## src/rtl/add_tree_acc.sv

```systemverilog
// Pipelined binary adder tree over N lanes feeding a frame accumulator.
// Define ADD_TREE_SAT_EN to clamp every add and report clamps on out_sat.
module add_tree_acc #(
  parameter int WL = 16,
  parameter int N  = 16
) (
  input  logic            clk,
  input  logic            rst,
  input  logic [N*WL-1:0] in_data,
  input  logic            in_valid,
  input  logic            in_last,
  output logic [WL-1:0]   out_data,
  output logic            out_valid,
  output logic [7:0]      out_beats,
  output logic            out_sat
);

  localparam int L     = $clog2(N);
  localparam int Lanes = 2 * N - 1;

  // Level k of the tree occupies lanes [2N - 2N>>k, 2N - 2N>>(k+1)) of this vector;
  // level 0 is the raw input, level L is the single final sum.
  logic [Lanes*WL-1:0] w_lvl;
  logic [L:0]          w_lvl_valid;
  logic [L:0]          w_lvl_last;
  logic [L:0]          w_lvl_sat;

  // Returns {clamped, sum}; without saturation the flag is constant 0 and the sum wraps.
  function automatic logic [WL:0] f_add(input logic [WL-1:0] a, input logic [WL-1:0] b);
    logic [WL:0] s;
    logic [WL:0] r;
    s = {a[WL-1], a} + {b[WL-1], b};
    r = {1'b0, s[WL-1:0]};
`ifdef ADD_TREE_SAT_EN
    if (s[WL] != s[WL-1]) begin
      r = s[WL] ? {1'b1, 1'b1, {(WL - 1){1'b0}}} : {1'b1, 1'b0, {(WL - 1){1'b1}}};
    end
`endif
    return r;
  endfunction

  assign w_lvl[N*WL-1:0] = in_data;
  assign w_lvl_valid[0]  = in_valid;
  assign w_lvl_last[0]   = in_valid & in_last;
  assign w_lvl_sat[0]    = 1'b0;

  for (genvar k = 1; k <= L; k++) begin : g_stage
    localparam int InOff  = 2 * N - ((2 * N) >> (k - 1));
    localparam int OutOff = 2 * N - ((2 * N) >> k);
    localparam int Nodes  = N >> k;

    logic [Nodes*WL-1:0] w_sum;
    logic [Nodes-1:0]    w_clamp;
    logic [Nodes*WL-1:0] r_sum;
    logic                r_valid;
    logic                r_last;
    logic                r_sat;

    for (genvar j = 0; j < Nodes; j++) begin : g_node
      logic [WL:0] w_res;
      assign w_res = f_add(w_lvl[(InOff + 2 * j) * WL +: WL],
                           w_lvl[(InOff + 2 * j + 1) * WL +: WL]);
      assign w_sum[j*WL +: WL] = w_res[WL-1:0];
      assign w_clamp[j]        = w_res[WL];
    end

    always_ff @(posedge clk) begin
      if (rst) begin
        r_valid <= 1'b0;
        r_last  <= 1'b0;
        r_sat   <= 1'b0;
      end else begin
        r_valid <= w_lvl_valid[k-1];
        r_last  <= w_lvl_last[k-1];
        r_sat   <= w_lvl_sat[k-1] | (|w_clamp);
      end
    end

    // Data registers need no reset: they are only consumed when the valid flag is set.
    always_ff @(posedge clk) begin
      r_sum <= w_sum;
    end

    assign w_lvl[OutOff*WL +: Nodes*WL] = r_sum;
    assign w_lvl_valid[k]               = r_valid;
    assign w_lvl_last[k]                = r_last;
    assign w_lvl_sat[k]                 = r_sat;
  end

  logic [WL-1:0] w_tree;
  logic          w_tree_valid;
  logic          w_tree_last;
  logic          w_tree_sat;
  logic [WL:0]   w_acc_res;
  logic [WL-1:0] w_new_sum;
  logic [7:0]    w_new_beats;
  logic          w_new_sat;

  logic [WL-1:0] r_acc;
  logic [7:0]    r_beats;
  logic          r_acc_sat;
  logic          r_first;
  logic [WL-1:0] r_out_data;
  logic          r_out_valid;
  logic [7:0]    r_out_beats;
  logic          r_out_sat;

  assign w_tree       = w_lvl[(Lanes-1)*WL +: WL];
  assign w_tree_valid = w_lvl_valid[L];
  assign w_tree_last  = w_lvl_last[L];
  assign w_tree_sat   = w_lvl_sat[L];
  assign w_acc_res    = f_add(r_acc, w_tree);

  always_comb begin
    w_new_sum   = w_acc_res[WL-1:0];
    w_new_sat   = w_tree_sat | r_acc_sat | w_acc_res[WL];
    w_new_beats = (r_beats == 8'hFF) ? 8'hFF : r_beats + 8'd1;
    if (r_first) begin
      w_new_sum   = w_tree;
      w_new_sat   = w_tree_sat;
      w_new_beats = 8'd1;
    end
  end

  always_ff @(posedge clk) begin
    if (rst) begin
      r_acc       <= '0;
      r_beats     <= '0;
      r_acc_sat   <= 1'b0;
      r_first     <= 1'b1;
      r_out_data  <= '0;
      r_out_valid <= 1'b0;
      r_out_beats <= '0;
      r_out_sat   <= 1'b0;
    end else begin
      r_out_valid <= 1'b0;
      if (w_tree_valid) begin
        r_acc     <= w_new_sum;
        r_beats   <= w_new_beats;
        r_acc_sat <= w_new_sat;
        r_first   <= w_tree_last;
        if (w_tree_last) begin
          r_out_data  <= w_new_sum;
          r_out_valid <= 1'b1;
          r_out_beats <= w_new_beats;
          r_out_sat   <= w_new_sat;
        end
      end
    end
  end

  assign out_data  = r_out_data;
  assign out_valid = r_out_valid;
  assign out_beats = r_out_beats;
  // Without saturation every clamp flag is constant 0, so this folds to a tie-off.
  assign out_sat   = r_out_sat;

endmodule

```

## config.mk

```make
export PLATFORM = sky130hd
export DESIGN_NAME = add_tree_acc
export DESIGN_NICKNAME = d
export VERILOG_FILES = /design/src/rtl/add_tree_acc.sv
export SDC_FILE = /design/constraint.sdc
export NUM_CORES = 1
export LEC_CHECK = 0
export ABC_AREA = 1
export CELL_PAD_IN_SITES_DETAIL_PLACEMENT = 1
export CELL_PAD_IN_SITES_GLOBAL_PLACEMENT = 2
export CORE_ASPECT_RATIO = 1.2
export CORE_MARGIN = 4
export CORE_UTILIZATION = 32
export DETAILED_ROUTE_END_ITERATION = 8
export GPL_ROUTABILITY_DRIVEN = 1
export GPL_TIMING_DRIVEN = 1
export HOLD_SLACK_MARGIN = 0.08
export PLACE_DENSITY = 0.86
export RECOVER_POWER = 100
export SYNTH_ARGS = -nofsm -noshare
export SYNTH_HDL_FRONTEND = slang
export SYNTH_SLANG_ARGS = --single-unit
```

## constraint.sdc

```tcl
create_clock -name clk -period 2.4 [get_ports clk]
set_clock_uncertainty 0.15 [all_clocks]
set_input_delay 0.72 -clock clk [delete_from_list [all_inputs] [get_ports clk]]
set_output_delay 0.72 -clock clk [all_outputs]
set_load 0.05 [all_outputs]
```

==> out/metrics.yaml <==
syn_nets: 2965
setup_viol: 0
synth_cell_types: 39
start_util: 0.325
synth_flop_cell: "dfxtp_1"
dp_hpwl_um: 49100
netlist_area_mm2: 0.0190
routed_wirelength_um: 57600
clk_latency_ps: 550
synthArstFlopShare: 0
synthCells: 2448
reg2reg_to: "g_stage[4].r_sum[10]"
timing.rr.start: "g_stage[3].r_sum[0]"
avgSynthCellArea_um2: 7.77
synth-edff-count: 0
period_minus_slack_ps: 2300
globalplace.congestion: 0.879
critPathKind: "register to output pin"
grt_usage: 0.179
clkSlewWorstSetupHoldPaths_ps: 60
grt_pass1_vias: 19700
detail-route-antenna-nets: 0
fp.dieW_um: 231
critPathMaxFanout: 2
grt_max_degree: 47
fin_nets: 3527
ctsLongestPathBuffers: 3
grt.busiest_layer: "met2"
pre_cts_ws_ps: -447
grt_pass1_wl_um: 94800
antenna_found_initial: 0
drc: 0
grt_overflow: 0
synth.top_cells.by_area: "dfxtp_1, ha_1, nand2_1, xor2_1, a21oi_1"
hp-class: "register to register"
cts_buffers: 35
multi_input_area_mm2: 0.0120
rows: 97
synth_top_area_share: 0.316
gr-usage-met1: 0.213
crit_path_start_kind: "register"
irDropWorstVdd_v: 0.000492
first_pass_iters: 4
core_area_mm2: 0.0586
cts_max_level: 2
die_area_mm2: 0.0634
die_y_um: 275
slew_headroom: 0.570
critPathMaxStageDelay_ps: 550
drive_gt1_frac: 0.126
grt_use_met2: 0.336
rsz0062_at_grt: "no"
rrSetupSlack_ps: 220
finalHoldViolCount: 0
synth_most_common_cell: "nand2_1"
wl_per_cell_um: 15.1
ys_seq_area_frac: 0.316
maxCapViolCount: 0
cp_top_family: "buffers and inverters"
fill_cells: 7159
cts_root_buffer: "clkbuf_16"
cp_slowest_cell: "dlygate4sd2_1"
vias: 18100
arrival_ps: 1430
status: "finished clean"
vias_per_cell: 4.73
power.leakage_uw: 0.0123
fmax_mhz: 434
period_share: 0.959
r2r_cells: 10
diodes: 0
setup_slack_ps: 97.7
startpoint: "out_beats[6]"
path_buf_inv: 1
power_density_mw_per_mm2: 998
crit_cells: 1
drt_iter0_markers: 468
crit_path_end: "out_beats[6]"
cp-end-kind: "output pin"
syn_to_final_growth_pct: 34.2
synth_top_area_cell: "dfxtp_1"
crit_chain: "dlygate4sd2_1"
required_ps: 1530
slew_viol_final: 0
cts.sinks: 300
netlist_top_cells_count: "nand2_1, dfxtp_1, ha_1, nor2_1, a21oi_1"
met3_usage: 0.0253
portBuffers: 285
utilization: 0.436
cts_tree: "done"
worst_slew_pin_slew_ps: 646
ys_ff_latch: 300
io_pins: 286
yosysWarnings: 0
regArea_mm2: 0.00601
[through the flow]
stage | hold slack, ps | power, µW | instance area (µm²) | setup TNS [ps] | instances
detailed placement | 258 | 20400 | 24700 | -22260 | 3764
global route | 283 | 27700 | 25500 | 0 | 3826
floorplan | 238 | 16200 | 19000 | 0 | 2448
finish | 263 | 25500 | 25500 | 0 | 3826
CTS | 268 | 26200 | 25900 | 0 | 3825
global placement | 251 | 20000 | 24700 | -17330 | 3764
[layout by cell type, fill, tap and decap left out, types with 15 or more instances in the layout]
cell type        instances
nand2_1                600
dfxtp_1                300
clkdlybuf4s50_1        252
ha_1                   241
buf_4                  226
nor2_1                 207
a21oi_1                202
inv_1                  172
nand3_1                166
xor2_1                 148
o21ai_0                 86
xnor2_1                 35
clkbuf_16               35
o21bai_1                33
o21ai_1                 29
nor3_1                  29
clkbuf_1                25
nand3b_1                24
inv_2                   19
and2_1                  16
fa_1                    16
a21boi_2                15
[cell families (layout without fill, tap and decap cells)]
kind of cell,Yosys count,after routing,synth area share
compound gates,429,429,0.139
fa+ha+maj,257,257,0.175
flops,300,300,0.316
xor+xnor,183,183,0.0842
simple gates,1070,1070,0.243
buf+inv,209,795,0.0423
[per-layer routing]
layer / wire, µm / up-vias
met5: 0 / -
met4: 1200 / 0
met3: 1620 / 77
met2: 29500 / 226
met1: 25300 / 8473
li1: - / 9304
[worst reg2reg max path, stage by stage (launching register included)]
cell and delay [ps]:
dfxtp_1 310, ha_1 250, fa_1 420, nand3_1 100
nand2_1 140, a21boi_2 240, o21ai_0 160, nand3_1 130
nand2_1 50, nand2_1 60, nand2_1 40
[report_power, final]
| group | switching, µW | internal (µW) |
|---|---|---|
| clock network | 2110 | 3520 |
| registers | 760 | 6610 |
| logic | 7350 | 5120 |
| total | 10200 | 15200 |
[worst min-delay path by stage]
stage	slack, ps	endpoint	start	depth (start not counted)
floorplan	240	g_stage[2].r_last	g_stage[1].r_last	2
global placement	250	g_stage[4].r_last	g_stage[3].r_last	2
detailed placement	260	g_stage[2].r_last	g_stage[1].r_last	2
CTS	270	g_stage[2].r_last	g_stage[1].r_last	2
global route	280	g_stage[2].r_valid	g_stage[1].r_valid	2
finish	260	g_stage[2].r_last	g_stage[1].r_last	2
[timing repair]
item	in CTS	in global routing
resized for setup	11	1
hold buffers	0	0
setup endpoints to repair	11	1
setup buffers	0	1
pin swaps	0	1
[flip-flops by register name, indices dropped and copies added, names as in the netlist]
name / flops
out_sat: 1
g_stage.r_last: 4
g_stage.r_sum: 240
out_valid: 1
out_beats: 8
r_beats: 8
r_acc: 16
g_stage.r_valid: 4
out_data: 16
r_acc_sat: 1
r_first: 1
[final cells by class]
| type | instances | area share |
|---|---|---|
| Multi-Input combinational cell | 1939 | 0.469 |
| Sequential cell | 300 | 0.235 |
| Timing Repair Buffer | 543 | 0.181 |
| Tap cell | 792 | 0.0388 |
| Clock buffer | 44 | 0.0380 |
| Inverter | 191 | 0.0281 |
| Clock inverter | 17 | 0.0100 |
Power figures use the tool's default switching activity.
